### config.mk
export PLATFORM = sky130hd
export DESIGN_NAME = wb_reg_slave_flat
export DESIGN_NICKNAME = d
export VERILOG_FILES = /design/src/rtl/wb_pkg.sv /design/src/rtl/wb_reg_slave_if.sv /design/src/rtl/wb_term_fsm.sv /design/src/rtl/wb_reg_slave.sv /design/src/flat_wrapper.sv
export SDC_FILE = /design/constraint.sdc
export NUM_CORES = 1
export LEC_CHECK = 0
export CAP_MARGIN = 0
export CORE_ASPECT_RATIO = 2
export CORE_MARGIN = 3
export CORE_UTILIZATION = 47
export CTS_BUF_LIST = sky130_fd_sc_hd__clkbuf_8 sky130_fd_sc_hd__clkbuf_16
export DETAILED_ROUTE_END_ITERATION = 7
export GPL_TIMING_DRIVEN = 0
export PLACE_DENSITY = 0.92
export SLEW_MARGIN = 5
export SYNTH_ARGS = -nofsm -noshare
export SYNTH_HDL_FRONTEND = slang
export SYNTH_SLANG_ARGS = --single-unit
### constraint.sdc
create_clock -name clk_i -period 2.66 [get_ports clk_i]
set_clock_uncertainty 0.15 [all_clocks]
set_input_delay 0.665 -clock clk_i [delete_from_list [all_inputs] [get_ports clk_i]]
set_output_delay 0.665 -clock clk_i [all_outputs]
set_load 0.05 [all_outputs]
### src/rtl/wb_pkg.sv
// Shared WISHBONE definitions: bus widths, FSM state and termination encodings.
package wb_pkg;

  localparam int WB_ADR_W = 20;
  localparam int WB_DAT_W = 32;

  typedef enum logic [1:0] {
    ST_IDLE = 2'd0,
    ST_WAIT = 2'd1,
    ST_RESP = 2'd2
  } fsm_state_t;

  typedef enum logic [1:0] {
    TERM_ACK = 2'd0,
    TERM_ERR = 2'd1,
    TERM_RTY = 2'd2
  } term_t;

  // An access that would ack is turned into a retry while the fabric is busy;
  // an error keeps its priority.
  function automatic term_t apply_busy(term_t base, logic busy);
    return (base == TERM_ACK && busy) ? TERM_RTY : base;
  endfunction

endpackage

### src/rtl/wb_reg_slave_if.sv
// Classic WISHBONE slave bus bundle; names follow the slave's point of view.
interface wb_reg_slave_if;
  import wb_pkg::*;

  logic                cyc_i;
  logic                stb_i;
  logic                we_i;
  logic [WB_ADR_W-1:0] adr_i;
  logic [WB_DAT_W-1:0] dat_i;
  logic [WB_DAT_W-1:0] dat_o;
  logic                ack_o;
  logic                err_o;
  logic                rty_o;

  modport master (
    output cyc_i, stb_i, we_i, adr_i, dat_i,
    input  dat_o, ack_o, err_o, rty_o
  );

  modport slave (
    input  cyc_i, stb_i, we_i, adr_i, dat_i,
    output dat_o, ack_o, err_o, rty_o
  );

endinterface

### src/rtl/wb_term_fsm.sv
// Request/latency/termination FSM for the register slave.
// Optional feature macro: WB_REG_SLAVE_RETRY_EN (busy turns an ack into a retry).
module wb_term_fsm
  import wb_pkg::*;
#(
  parameter int ACK_LATENCY = 1
) (
  input  logic  clk,
  input  logic  rst_n,
  input  logic  cyc,
  input  logic  stb,
  input  logic  busy,
  input  term_t base_term,
  output logic  capture,
  output logic  ack,
  output logic  err,
  output logic  rty
);

  fsm_state_t state_reg, state_next;
  logic [3:0] count_reg, count_next;
  term_t      term_reg, term_next;
  logic       busy_eff;

`ifdef WB_REG_SLAVE_RETRY_EN
  assign busy_eff = busy;
`else
  logic unused_busy;
  assign unused_busy = busy;
  assign busy_eff    = 1'b0;
`endif

  assign capture = (state_reg == ST_IDLE) && cyc && stb;

  // State, latency counter and resolved termination registers.
  always_ff @(posedge clk) begin
    if (!rst_n) begin
      state_reg <= ST_IDLE;
      count_reg <= 4'd0;
      term_reg  <= TERM_ACK;
    end else begin
      state_reg <= state_next;
      count_reg <= count_next;
      term_reg  <= term_next;
    end
  end

  // Next state: accept, count down the latency, abort when cyc drops.
  always_comb begin
    state_next = state_reg;
    count_next = count_reg;
    term_next  = term_reg;
    case (state_reg)
      ST_IDLE: begin
        if (cyc && stb) begin
          if (ACK_LATENCY == 1) begin
            state_next = ST_RESP;
            term_next  = apply_busy(base_term, busy_eff);
          end else begin
            state_next = ST_WAIT;
            count_next = 4'(ACK_LATENCY - 1);
            term_next  = base_term;
          end
        end
      end
      ST_WAIT: begin
        if (!cyc) begin
          state_next = ST_IDLE;
          count_next = 4'd0;
        end else if (count_reg == 4'd1) begin
          state_next = ST_RESP;
          count_next = 4'd0;
          // busy is judged at the moment the response is committed
          term_next  = apply_busy(term_reg, busy_eff);
        end else begin
          count_next = count_reg - 4'd1;
        end
      end
      ST_RESP: begin
        state_next = ST_IDLE;
      end
      default: begin
        state_next = ST_IDLE;
        count_next = 4'd0;
      end
    endcase
  end

  // Exactly one termination strobe during the single RESP cycle.
  always_comb begin
    ack = 1'b0;
    err = 1'b0;
    rty = 1'b0;
    if (state_reg == ST_RESP) begin
      case (term_reg)
        TERM_ERR: err = 1'b1;
        TERM_RTY: rty = 1'b1;
        default:  ack = 1'b1;
      endcase
    end
  end

endmodule

### src/rtl/wb_reg_slave.sv
// WISHBONE register bank slave: read-only ID at index 0, RW control registers above.
// Optional feature macro: WB_REG_SLAVE_RETRY_EN (busy_i converts an ack into rty_o).
module wb_reg_slave
  import wb_pkg::*;
#(
  parameter int                  ADDR_BITS   = 3,
  parameter logic [WB_ADR_W-1:0] BASE_ADR    = 20'h00000,
  parameter int                  ACK_LATENCY = 1,
  parameter logic [WB_DAT_W-1:0] ID_VAL      = 32'h53524631,
  parameter logic [WB_DAT_W-1:0] CTRL_RST    = 32'h00000000,
  localparam int                 NREG        = 2 ** ADDR_BITS
) (
  input  logic                     clk_i,
  input  logic                     rst_n_i,
  wb_reg_slave_if.slave            bus,
  input  logic                     busy_i,
  output logic [WB_DAT_W*NREG-1:0] ctrl_o,
  output logic [NREG-1:0]          wr_stb_o
);

  logic                 hit;
  logic [ADDR_BITS-1:0] idx;
  term_t                base_term;
  logic                 capture;
  logic                 ack;
  logic                 err;
  logic                 rty;
  logic                 wr_en;

  logic                 we_reg;
  logic [ADDR_BITS-1:0] idx_reg;
  logic [WB_DAT_W-1:0]  dat_reg;
  logic [WB_DAT_W-1:0]  slot [NREG];

  // Decode on the live bus; the result is latched by the FSM on acceptance.
  assign hit       = bus.adr_i[WB_ADR_W-1:ADDR_BITS] == BASE_ADR[WB_ADR_W-1:ADDR_BITS];
  assign idx       = bus.adr_i[ADDR_BITS-1:0];
  assign base_term = (!hit || (bus.we_i && idx == '0)) ? TERM_ERR : TERM_ACK;

  wb_term_fsm #(
    .ACK_LATENCY (ACK_LATENCY)
  ) u_fsm (
    .clk       (clk_i),
    .rst_n     (rst_n_i),
    .cyc       (bus.cyc_i),
    .stb       (bus.stb_i),
    .busy      (busy_i),
    .base_term (base_term),
    .capture   (capture),
    .ack       (ack),
    .err       (err),
    .rty       (rty)
  );

  // Hold the accepted request while the latency counter runs.
  always_ff @(posedge clk_i) begin
    if (!rst_n_i) begin
      we_reg  <= 1'b0;
      idx_reg <= '0;
      dat_reg <= '0;
    end else if (capture) begin
      we_reg  <= bus.we_i;
      idx_reg <= idx;
      dat_reg <= bus.dat_i;
    end
  end

  // Only an acked write commits; err/rty leave every register untouched.
  assign wr_en = ack && we_reg;

  assign bus.ack_o = ack;
  assign bus.err_o = err;
  assign bus.rty_o = rty;
  assign bus.dat_o = (ack && !we_reg) ? slot[idx_reg] : '0;

  generate
    for (genvar gi = 0; gi < NREG; gi++) begin : g_reg
      if (gi == 0) begin : g_id
        assign slot[gi] = ID_VAL;
      end else begin : g_ctrl
        logic [WB_DAT_W-1:0] data_reg;
        // Control register: reset value, then written at the end of its ack cycle.
        always_ff @(posedge clk_i) begin
          if (!rst_n_i) begin
            data_reg <= CTRL_RST;
          end else if (wr_en && idx_reg == ADDR_BITS'(gi)) begin
            data_reg <= dat_reg;
          end
        end
        assign slot[gi] = data_reg;
      end
      assign wr_stb_o[gi]                    = wr_en && (idx_reg == ADDR_BITS'(gi));
      assign ctrl_o[gi*WB_DAT_W +: WB_DAT_W] = slot[gi];
    end
  endgenerate

endmodule

### src/flat_wrapper.sv
// flat-port wrapper written by rule: the top's interface ports become plain ports
module wb_reg_slave_flat import wb_pkg::*;
#(
  parameter int                  ADDR_BITS   = 3,
  parameter logic [WB_ADR_W-1:0] BASE_ADR    = 20'h00000,
  parameter int                  ACK_LATENCY = 1,
  parameter logic [WB_DAT_W-1:0] ID_VAL      = 32'h53524631,
  parameter logic [WB_DAT_W-1:0] CTRL_RST    = 32'h00000000,
  localparam int                 NREG        = 2 ** ADDR_BITS
)
  (clk_i, rst_n_i, busy_i, ctrl_o, wr_stb_o, bus_cyc_i, bus_stb_i, bus_we_i, bus_adr_i, bus_dat_i, bus_dat_o, bus_ack_o, bus_err_o, bus_rty_o);
  wb_reg_slave_if bus_i ();
  input  logic clk_i;
  input  logic rst_n_i;
  input  logic busy_i;
  output logic [WB_DAT_W*NREG-1:0] ctrl_o;
  output logic [NREG-1:0] wr_stb_o;
  input wire logic [$bits(bus_i.cyc_i)-1:0] bus_cyc_i;
  input wire logic [$bits(bus_i.stb_i)-1:0] bus_stb_i;
  input wire logic [$bits(bus_i.we_i)-1:0] bus_we_i;
  input wire logic [$bits(bus_i.adr_i)-1:0] bus_adr_i;
  input wire logic [$bits(bus_i.dat_i)-1:0] bus_dat_i;
  output wire logic [$bits(bus_i.dat_o)-1:0] bus_dat_o;
  output wire logic [$bits(bus_i.ack_o)-1:0] bus_ack_o;
  output wire logic [$bits(bus_i.err_o)-1:0] bus_err_o;
  output wire logic [$bits(bus_i.rty_o)-1:0] bus_rty_o;
  assign bus_i.cyc_i = bus_cyc_i;
  assign bus_i.stb_i = bus_stb_i;
  assign bus_i.we_i = bus_we_i;
  assign bus_i.adr_i = bus_adr_i;
  assign bus_i.dat_i = bus_dat_i;
  assign bus_dat_o = bus_i.dat_o;
  assign bus_ack_o = bus_i.ack_o;
  assign bus_err_o = bus_i.err_o;
  assign bus_rty_o = bus_i.rty_o;
  wb_reg_slave #(.ADDR_BITS(ADDR_BITS), .BASE_ADR(BASE_ADR), .ACK_LATENCY(ACK_LATENCY), .ID_VAL(ID_VAL), .CTRL_RST(CTRL_RST)) u_core (.clk_i(clk_i), .rst_n_i(rst_n_i), .bus(bus_i), .busy_i(busy_i), .ctrl_o(ctrl_o), .wr_stb_o(wr_stb_o));
endmodule
==> summary.md <==
| Metric | Value |
|---|---|
| Yosys cell types | `36` |
| Buffers on Ports | `321` |
| Drt initial violations | `1002` |
| CTS tree | `yes` |
| Core ar. | `24000 sq um` |
| Number of hold buffers added after cts | `0` |
| Placement Setup Slack | `-1160 ps` |
| Vias per cell | `6.08` |
| Final setup vio count | `37` |
| Die Y | `228 um` |
| Prevailing post-synth register cell | `dfxtp_1` |
| Global-route wire length before repair | `72200 um` |
| Routed WL | `50300 um` |
| Final period utilization | `1.14` |
| HPWL Detailed | `34600 um` |
| Fin worst setup slack | `-360 ps` |
| Longest Clk Path Bufs | `3` |
| Type of the tightest min-delay check | `flop to flop` |
| Final Cell Area | `17400 sq um` |
| Post-synth top area share | `0.453` |
| Row Count | `80` |
| Multiplexer share of the synthesized area | `0.274` |
| Worst Max-Slew Pin Slew | `957 ps` |
| Seq cells post-synth | `262` |
| GP Congestion | `0.884` |
| Final Power | `8.21 mW` |
| Count leader, synth | `nand2_1` |
| Global-route usage over all layers | `0.367` |
| Startpoint types | `flop` |
| Drt pass-1 iters | `5` |
| Mean Syn Cell Area | `9.87 sq um` |
| H-tree depth | `1` |
| Largest register FFs | `224` |
| Die ar. | `26700 sq um` |
| Number of buffers created by CTS | `23` |
| Final #Nets | `1638` |
| Largest net degree at the start of global routing | `16` |
| Ys Warns | `0` |
| Worst EP arrival | `2200 ps` |
| Critical Path End Type | `primary output` |
| Post-synth EDFFs | `0` |
| Gate power share | `0.105` |
| Status | `complete, but fails checks` |
| Leading cell types by count after synthesis | `nand2_1 (329), dfxtp_1 (262), mux2i_1 (224), clkbuf_1 (49), buf_4 (48)` |
| Initial antenna violation count | `0` |
| Mapped Area | `11600 sq um` |
| Cell area power density | `473 nW/um^2` |
| Clock-pin slew on the worst setup and hold paths | `70 ps` |
| Clock latency on the worst-skew pair | `530 ps` |
| Leak pwr | `6.84 nW` |
| Largest family of logic cells by synthesized area | `multiplexers` |
| ANT cells | `0` |
| Clock network power share | `0.412` |
| WP data required | `1850 ps` |
| Ports | `357` |
| Share of cells above drive strength 1 | `0.222` |
| Initial core utilization | `0.482` |
| Post-synthesis compound-gate area fraction | `0.0539` |
| Worst relative slew slack | `0.362` |
| Max Freq | `0.331 GHz` |
| Cell-internal power | `6.10 mW` |
| Routed length per instance | `26.7 um` |
| Final slew viol count | `0` |
| Final hold viol count | `0` |
| Drt drc | `0` |
| Power share of the sequential group | `0.483` |
| Worst VDD drop | `0.000459 V` |
| Switching power | `2.11 mW` |
| Synth Instances | `1174` |
| Post-Synth XOR/XNOR Area | `0` |
| RSZ-0062 raised after global routing | `yes` |
| Failing checks | `setup timing` |
| Root buffer cell | `clkbuf_16` |
| Setup CP Type | `flop to primary output` |
| Remaining antenna violation count after routing | `0` |
| DP Area | `15500 sq um` |
| Adder-cell share of the synthesized area | `0` |
| Non-Filler Instances | `1882` |
| Min Tclk post-route | `3020 ps` |
| Die width | `117 um` |
| Sequential fraction of the synthesis area | `0.453` |
| Sink Count | `262` |
| Area grow syn2layout | `50.0%` |
| Vias in the first global route | `11955` |
| Placed insts | `1813` |
| Maxcap violations | `0` |
| Sw frac | `0.257` |
| Post-synth ARST share | `0` |
| Vias | `11447` |
| Ranking of synthesized cells by area | `dfxtp_1 (45%), mux2i_1 (19%), nand2_1 (11%)` |
| Congestion Overflow GR | `0` |
| Yosys top cell by area | `dfxtp_1` |
| Crit Path Max Fanout | `10` |
| Simple-Gate Fraction of Synth Area | `0.153` |
## final cells by class
class	count	area, sq um
Multi-Input combinational cell	812	6430
Clock inverter	7	35.0
Fill cell	1603	6650
Buffer	122	998
Timing Repair Buffer	355	3550
Clock buffer	33	713
Tap cell	287	359
Inverter	4	30.0
Sequential cell	262	5260
## layout by cell type, fill, tap and decap left out, drive strengths merged, types with 3 or more instances in the layout
cell,synthesis,final
nand2,329,329
clkdlybuf4s50,0,274
dfxtp,262,262
mux2i,224,224
buf,78,146
clkbuf,49,83
a21boi,36,36
nor3,34,34
conb,2,33
mux4,32,32
nor2,21,21
mux2,19,19
a221oi,18,18
nor2b,16,16
a211oi,14,14
o22ai,13,13
inv,4,6
dlymetal6s2s,0,5
clkinv,0,5
nor4,3,3
nand2b,3,3
## routing by layer
layer	track usage	wire [um]	share of wire	up-vias
li1	-	-	-	4777
met1	0.379	16000	0.32	5541
met2	0.610	25300	0.50	848
met3	0.0687	4150	0.082	281
met4	0.322	4840	0.096	0
met5	0	0	0	-
## cell families after synthesis
family / after synthesis
other: 2
multiplexers: 275
flip-flops: 262
buffers and inverters: 131
AO/OA/AOI/OAI: 83
AND/OR/NAND/NOR: 421
## critical path: stages (launching register included)
cell and delay, ps:
dfxtp_4 380, buf_2 230, buf_8 220, mux4_2 350
o22ai_2 220, nor3_4 80, buf_6 170
## power groups by stage
| stage | Sequential (mW) | Clock, mW | Combinational (mW) |
|---|---|---|---|
| 2_1_floorplan | 4.05 | 0 | 0.449 |
| 3_3_place_gp | 4.05 | 0 | 0.721 |
| 3_5_place_dp | 4.05 | 0 | 0.731 |
| 4_1_cts | 3.97 | 3.37 | 0.823 |
| 5_1_grt | 3.97 | 3.50 | 0.891 |
| 6_report | 3.97 | 3.38 | 0.863 |
## metrics by stage
step	TNS [ps]	utilization	hold slack, ps
after CTS	-10330	0.710	317
after detailed placement	-32460	0.646	307
after global placement	-30970	0.646	301
after global routing	-11070	0.723	340
after floorplan	-3270	-	294
final	-9970	0.723	316
## path summary, 6_finish.rpt
| path | end | from | slack [ps] | depth (start not counted) |
|---|---|---|---|---|
| setup / recovery | bus_dat_o[5] | u_core.idx_reg[1] | -360 | 6 |
| hold / removal | u_core.dat_reg[4] | u_core.dat_reg[4] | 320 | 2 |
| setup reg to reg | u_core.g_reg[5].g_ctrl.data_reg[16] | u_core.idx_reg[2] | 550 | 7 |
| hold reg to reg | u_core.dat_reg[4] | u_core.dat_reg[4] | 320 | 2 |
## repair_timing
action	CTS	global route
buffers inserted	12	20
pin swaps	14	8
gates cloned	3	0
endpoints found under the setup margin	42	44
endpoints found under the hold margin	0	0
gates resized for setup	431	50
No activity file was read; power rests on OpenSTA's default activity.
